==> src/rtl/seq_code_monitor.sv <==
`default_nettype none
// +------------------------------------------------------------------------------+
// | seq_code_monitor: checks the synchronised 0-2-4-7 ripple code, locks, counts errors |
// | Optional SEQ_MON_GLITCH_FILTER_EN: accept only STABLE_CYCLES-stable samples. Rev 1.0 |
// +------------------------------------------------------------------------------+
module seq_code_monitor #(
   parameter int LOCK_CNT      = 4,
   parameter int ERR_W         = 8,
   parameter int STABLE_CYCLES = 2
) (
   input  logic             clk_i,
   input  logic             rst_n_i,
   input  logic [2:0]       code_i,
   input  logic             clr_i,
   output logic [2:0]       code_o,
   output logic [2:0]       exp_code_o,
   output logic [1:0]       step_o,
   output logic             locked_o,
   output logic             err_o,
   output logic [ERR_W-1:0] err_cnt_o
);

   localparam logic [1:0] SEARCH = 2'd0;
   localparam logic [1:0] CHECK  = 2'd1;
   localparam logic [1:0] LOCKED = 2'd2;

   localparam int                GOOD_W   = $clog2(LOCK_CNT + 1);
   localparam logic [GOOD_W-1:0] GOOD_MAX = GOOD_W'(LOCK_CNT);
   localparam logic [ERR_W-1:0]  ERR_MAX  = '1;

   function automatic logic is_legal(input logic [2:0] c);
      return (c == 3'd0) || (c == 3'd2) || (c == 3'd4) || (c == 3'd7);
   endfunction

   function automatic logic [2:0] succ_of(input logic [2:0] c);
      logic [2:0] s;
      case (c)
         3'd0:    s = 3'd2;
         3'd2:    s = 3'd4;
         3'd4:    s = 3'd7;
         default: s = 3'd0;
      endcase
      return s;
   endfunction

   function automatic logic [1:0] step_of(input logic [2:0] c);
      logic [1:0] s;
      case (c)
         3'd2:    s = 2'd1;
         3'd4:    s = 2'd2;
         3'd7:    s = 2'd3;
         default: s = 2'd0;
      endcase
      return s;
   endfunction

   logic [2:0]        sync1_q, sync2_q;
   logic [2:0]        code_q, code_d;
   logic [1:0]        state_q, state_d;
   logic [GOOD_W-1:0] good_cnt_q, good_cnt_d;
   logic              acc_vld_q, acc_vld_d;
   logic              err_q, err_d;
   logic              locked_q, locked_d;
   logic [ERR_W-1:0]  err_cnt_q, err_cnt_d;
   logic              sample_stable;
   logic              acc_event;

`ifdef SEQ_MON_GLITCH_FILTER_EN
   localparam int              STAB_W   = $clog2(STABLE_CYCLES + 1);
   localparam logic [STAB_W-1:0] STAB_MAX = STAB_W'(STABLE_CYCLES);

   // Counts edges that sync2 has held its current value, the loading edge counting as one.
   logic [STAB_W-1:0] stab_cnt_q, stab_cnt_d;

   always_comb begin
      stab_cnt_d = stab_cnt_q;
      if (sync1_q != sync2_q) begin
         stab_cnt_d = STAB_W'(1);
      end else if (stab_cnt_q != STAB_MAX) begin
         stab_cnt_d = stab_cnt_q + STAB_W'(1);
      end
   end

   always_ff @(posedge clk_i or negedge rst_n_i) begin
      if (!rst_n_i) begin
         stab_cnt_q <= '0;
      end else begin
         stab_cnt_q <= stab_cnt_d;
      end
   end

   assign sample_stable = (stab_cnt_q == STAB_MAX);
`else
   assign sample_stable = 1'b1;
`endif

   assign acc_event = sample_stable && (!acc_vld_q || (sync2_q != code_q));

   always_comb begin
      state_d    = state_q;
      good_cnt_d = good_cnt_q;
      code_d     = code_q;
      acc_vld_d  = acc_vld_q;
      err_d      = 1'b0;
      if (acc_event) begin
         code_d    = sync2_q;
         acc_vld_d = 1'b1;
         case (state_q)
            SEARCH: begin
               if (is_legal(sync2_q)) begin
                  state_d    = CHECK;
                  good_cnt_d = '0;
               end
            end
            CHECK, LOCKED: begin
               if (sync2_q == succ_of(code_q)) begin
                  if (state_q == CHECK) begin
                     good_cnt_d = good_cnt_q + GOOD_W'(1);
                     if (good_cnt_d == GOOD_MAX) begin
                        state_d = LOCKED;
                     end
                  end
               end else begin
                  err_d      = 1'b1;
                  good_cnt_d = '0;
                  if (is_legal(sync2_q)) begin
                     state_d = CHECK;
                  end else begin
                     // Dropping to SEARCH re-arms the unconditional first-sample accept.
                     state_d   = SEARCH;
                     acc_vld_d = 1'b0;
                  end
               end
            end
            default: begin
               state_d   = SEARCH;
               acc_vld_d = 1'b0;
            end
         endcase
      end
   end

   always_comb begin
      err_cnt_d = err_cnt_q;
      if (clr_i) begin
         err_cnt_d = err_d ? ERR_W'(1) : '0;
      end else if (err_d && (err_cnt_q != ERR_MAX)) begin
         err_cnt_d = err_cnt_q + ERR_W'(1);
      end
   end

   assign locked_d = (state_d == LOCKED);

   always_ff @(posedge clk_i or negedge rst_n_i) begin
      if (!rst_n_i) begin
         sync1_q    <= '0;
         sync2_q    <= '0;
         code_q     <= '0;
         state_q    <= SEARCH;
         good_cnt_q <= '0;
         acc_vld_q  <= 1'b0;
         err_q      <= 1'b0;
         locked_q   <= 1'b0;
         err_cnt_q  <= '0;
      end else begin
         sync1_q    <= code_i;
         sync2_q    <= sync1_q;
         code_q     <= code_d;
         state_q    <= state_d;
         good_cnt_q <= good_cnt_d;
         acc_vld_q  <= acc_vld_d;
         err_q      <= err_d;
         locked_q   <= locked_d;
         err_cnt_q  <= err_cnt_d;
      end
   end

   assign code_o     = code_q;
   assign exp_code_o = (state_q == SEARCH) ? 3'd0 : succ_of(code_q);
   assign step_o     = step_of(code_q);
   assign locked_o   = locked_q;
   assign err_o      = err_q;
   assign err_cnt_o  = err_cnt_q;

endmodule
`default_nettype wire

==> config.mk <==
export PLATFORM = sky130hd
export DESIGN_NAME = seq_code_monitor
export DESIGN_NICKNAME = d
export VERILOG_FILES = /design/src/rtl/seq_code_monitor.sv
export SDC_FILE = /design/constraint.sdc
export NUM_CORES = 1
export LEC_CHECK = 0
export ABC_AREA = 1
export BUFFER_PORTS_ARGS = -buffer_cell sky130_fd_sc_hd__buf_2
export CAP_MARGIN = 20
export CELL_PAD_IN_SITES_DETAIL_PLACEMENT = 1
export CELL_PAD_IN_SITES_GLOBAL_PLACEMENT = 2
export CORE_ASPECT_RATIO = 1.75
export CORE_MARGIN = 4
export CORE_UTILIZATION = 32
export DETAILED_ROUTE_END_ITERATION = 8
export GPL_TIMING_DRIVEN = 0
export HOLD_SLACK_MARGIN = 0.08
export PLACE_DENSITY = 0.77
export REMOVE_ABC_BUFFERS = 1
export SYNTH_ARGS = -nofsm -noshare
export SYNTH_HDL_FRONTEND = slang
export SYNTH_SLANG_ARGS = --single-unit
==> constraint.sdc <==
create_clock -name clk_i -period 1.74 [get_ports clk_i]
set_clock_uncertainty 0.1 [all_clocks]
set_input_delay 0.435 -clock clk_i [delete_from_list [all_inputs] [get_ports clk_i]]
set_output_delay 0.435 -clock clk_i [all_outputs]
set_load 0.02 [all_outputs]
# [Yosys cells after proc, flatten, opt, wreduce, memory -nomap -nowiden]
# Index checks and enable logic that the tools add are counted.
[op_classes] reduce_logical=13 mux=25 addsub=2 eq_ne=15
[ops] cell="3-bit two-way mux" count=6
[ops] cell="8-bit two-way mux" count=2
[ops] cell="3-bit equality test, second input constant" count=5
[ops] cell="2-bit two-way mux" count=5
[ops] cell="3-bit one-hot mux with 3 select lines" count=1
[ops] cell="8-bit by 1-bit adder with 8-bit output, second input constant" count=1
[ops] cell="8-bit inequality test, second input constant" count=1
[ops] cell="1-bit two-way mux" count=7
[ops] cell="3-bit by 2-bit equality test with 1-bit output, second input constant" count=2
[ops] cell="3-bit logical NOT" count=2
[ops] cell="2-bit one-hot mux with 3 select lines" count=1
[ops] cell="3-bit one-hot mux with 2 select lines" count=1
[ops] cell="2-bit equality test, second input constant" count=2
[ops] cell="1-bit logical OR" count=4
[ops] cell="2-bit one-hot mux with 2 select lines" count=1
[ops] cell="4-bit AND reduction" count=1
[ops] cell="2-bit nonzero test" count=2
[ops] cell="3-bit by 1-bit adder with 3-bit output, second input constant" count=1
[ops] cell="3-bit equality test" count=1
[ops] cell="3-bit inequality test" count=1
[ops] cell="3-bit inequality test, second input constant" count=1
[ops] cell="2-bit by 1-bit equality test with 1-bit output, second input constant" count=1
[ops] cell="2-bit logical NOT" count=1
[ops] cell="2-bit inequality test, second input constant" count=1
[ops] cell="4 further kinds" count=4
[totals] ff_bits=25 input_bits=6 out_inout_bits=18 word_cells=64

# [Longest topological paths before layout]
[logic_depth] ltp_word=11 depth_mapped=12 ltp_nobuf=12

# [Least setup slack after synthesis]
# No wires, ideal clock.
[synth_path] path_type="register to output" from="register code_q[1] (netlist: code_o[1])" to="output port exp_code_o[2]" n_path_buf=0 arrival_time_ns=1.149 stages_incl_launch_ff=4 t_required_ns=1.205 slack_ns=0.056 path_cell_list="dfrtp_1 -> nor2_4 -> nand2_2 -> a21oi_1"
[synth_between] elab_chain_len=3 word_cells_on_any_way=5 cone_classes="eq/ne (2); mux (2); reduce/logical (1)"
[synth_rtl] element="from (decl)" line="58" source="logic [2:0] code_q, code_d;"
[synth_rtl] element="from (signal assigned)" line="168" source="code_q <= code_d;"
[synth_rtl] element="3-bit equality test, or another cell as far along" line="37" source="case (c)"
[synth_rtl] element="3-bit one-hot mux with 3 select lines (*)" line="37"
[synth_rtl] element="3-bit two-way mux (*)" line="179" source="assign exp_code_o = (state_q == SEARCH) ? 3'd0 : succ_of(code_q);"
[synth_rtl] element="to (decl)" line="16" source="output logic [2:0] exp_code_o,"
# Mark *: on every way between the ends. The rest lies on a longest branch, timed or not.

# [Worst setup path in the final report]
# Ends and elaborated chain as after synthesis.

==> qor.csv <==
metric,value,unit
drtAntennaViolNets,0,
p_leak,0.00104,uW
stdcell_area,0.00200,mm^2
io_buffer_count,23,
hold_end,sync1_q[1],
crit_type,reg2out,
synthTopCellsByCount,"48 x nand2_1, 25 x dfrtp_1, 17 x nand3_1, 17 x nor2_1, 16 x inv_1",
clk_latency,270,ps
hold_depth,1,
layout-drive-gt1-share,43.8,%
arrival,1250,ps
synthArstFlopShare,100,%
area_delta_synth_final,34.7,%
vias,1352,
postSynthCellCount,183,
grt_pass1_wl,6550,um
rrSetupSlack,-30,ps
peakVddDrop,0.510,mV
hp-start,code_i[1],
routed_wl,3910,um
path_buf_inv,1,
finalSetupTns,-131,ps
synthTopCellsByArea,"dfrtp_1 42%, nand2_1 12%, nand3_1 5.7%",
first_pass_iters,2,
grt-ovfl-total,0,
fmax,559,MHz
synthDistinctLibCells,25,
die_w,59.5,um
r2r_end,err_cnt_o[4],
power_density,959,mW/mm^2
grt_max_degree,26,
cts_root_buffer,clkbuf_8,
multi_input_comb_area,922,um^2
antenna_found_initial,0,
yosys_register_bits,25,
holdCritPathClass,in2reg,
start_kind,register,
htree_num_levels,1,
ys_seq_area_share,42.1,%
synth_edf_count,0,
clkTransAtPathRegs,90,ps
antenna_cells,0,
synth_ff_type,dfrtp_1,
worst_path_max_delay_cell,dfrtp_2,
cp_cell_sequence,"nor2_4, nand2_4, a21oi_2, buf_4",
slowest_delay,440,ps
r2r_start,code_o[1],
cts_made_buffers,3,
setup_viol,5,
core-area,0.00444,mm^2
dp_slack,-70.8,ps
synth_area,0.00149,mm^2
cts.sinks,25,
dieArea,0.00584,mm^2
die_y,98.1,um
yosys_warnings,0,
ios,24,
cp-end-kind,primary output,
maxCapViolations,0,
post-route-min-period,1790,ps
drt_iter0_drc,8,
hold_viol,0,
critPathRequiredTime,1200,ps
nNetsFinal,232,
wl_per_cell,14.5,um
cp_top_family,flip-flops,
yosysTopAreaCellShare,42.1,%
worst_slack,-49.6,ps
grt_pass1_vias,1468,
path_max_fanout,5,
syn_avg_cell_area,8.12,um^2
place_congestion,0.768,
reg2regPathDepth,11,
worst_pin_slew,577,ps
cts_buffer_depth,2,
grt.total_usage,14.6,%
synth_most_common_cell,nand2_1,
detail_route.vias_per_cell,5.01,
synth_top_area_cell,dfrtp_1,
drc_errors,0,
violations,negative setup slack,
drv_slew,0,
place_area,0.00165,mm^2
rsz0062_at_grt,true,
crit_cells,4,
initial_core_util,33.4,%
period_share,103,%
dp_hpwl,2900,um
seqCellArea,632,um^2
max_slew_margin,61.5,%
status,finished with violations,
row_count,32,
nFillCells,538,
cts_tree,done,
registers in the layout (all words and copies together) (netlist names):
register	flops
err_cnt_o	8
sync1_q	3
acc_vld_q	1
state_q	2
locked_o	1
err_o	1
good_cnt_q	3
sync2_q	3
code_o	3
repair_timing:
action | CTS | global route
cloned | 1 | 0
hold buffers | 1 | 0
buffers inserted | 8 | 4
pin swaps | 4 | 7
endpoints found under the hold margin | 25 | 0
gates resized for setup | 19 | 32
setup endpoints to repair | 11 | 18
how the worst max path moves through the flow:
stage	startpoint	end	slack, ps
final	code_o[1]	exp_code_o[2]	-50
after global routing	code_o[1]	err_cnt_o[6]	-130
after CTS	code_o[1]	exp_code_o[2]	-30
after detailed placement	code_o[1]	err_cnt_o[0]	-70
after global placement	code_o[1]	err_cnt_o[6]	-20
after floorplan	code_o[1]	err_cnt_o[5]	50
area by class of cell:
type / instances / share of cell area, %
multi-input cells: 135 / 46.1
flip-flops and latches: 25 / 31.6
repair buffers: 36 / 13.1
inverters: 19 / 3.56
well taps: 51 / 3.19
clock buffers: 3 / 2.06
clock inverters: 1 / 0.375
worst reg2reg max path, delay by kind of cell (launching register included):
family / cells / cell delay, ps
flops: 1 / 440
simple gates: 10 / 1060
buf+inv: 1 / 60
cell usage in the layout (no fill, tap or decap), types with 2 or more instances in the layout:
master | Yosys | final
nand2_1 | 48 | 37
dfrtp_1 | 25 | 20
buf_2 | 0 | 18
nand2_2 | 10 | 16
inv_1 | 16 | 14
nor2_1 | 17 | 13
nand3_1 | 17 | 13
buf_4 | 0 | 10
nand2_4 | 2 | 7
buf_6 | 0 | 6
inv_2 | 3 | 5
nand4_1 | 5 | 5
dfrtp_2 | 0 | 5
nor2_2 | 0 | 4
ha_1 | 6 | 4
nor2_4 | 3 | 3
xor2_1 | 3 | 3
o21ai_1 | 3 | 3
o21ai_2 | 3 | 3
nor3b_1 | 3 | 3
clkbuf_8 | 0 | 3
nand3_4 | 0 | 2
nand3_2 | 0 | 2
a21oi_1 | 3 | 2
o21ai_0 | 2 | 2
nand2_8 | 1 | 2
nor3_1 | 2 | 2
power breakdown:
part           internal (uW)  switching (uW)
sequential               657            69.7
combinational            320             525
clock                    162             186
total                   1140             780
through the flow:
stage / instances / hold slack, ps / utilization (%) / power (uW)
after floorplan: 178 / 39.4 / - / 1220
after global routing: 270 / 150 / 45.0 / 2070
after detailed placement: 252 / 248 / 37.0 / 1420
after global placement: 252 / 233 / 37.0 / 1390
final: 270 / 165 / 45.0 / 1920
after CTS: 266 / 157 / 41.6 / 1890
kinds of logic after synthesis:
group                      synth area share, %
and+or+nand+nor                           39.3
DFF                                       42.1
buffers and inverters                     6.07
AOI/OAI and AO/OA                         4.46
adders and majority gates                 5.05
xor gates and xnor gates                  2.95
routing by layer:
| layer | global-route usage (%) | share of wire [%] | vias up |
|---|---|---|---|
| met5 | 0 | 0 | - |
| met4 | 5.80 | 2.9 | 0 |
| met3 | 1.72 | 2.9 | 9 |
| met2 | 29.2 | 62 | 25 |
| met1 | 13.8 | 32 | 666 |
| li1 | - | - | 652 |
(Power assumes the default switching activity.)
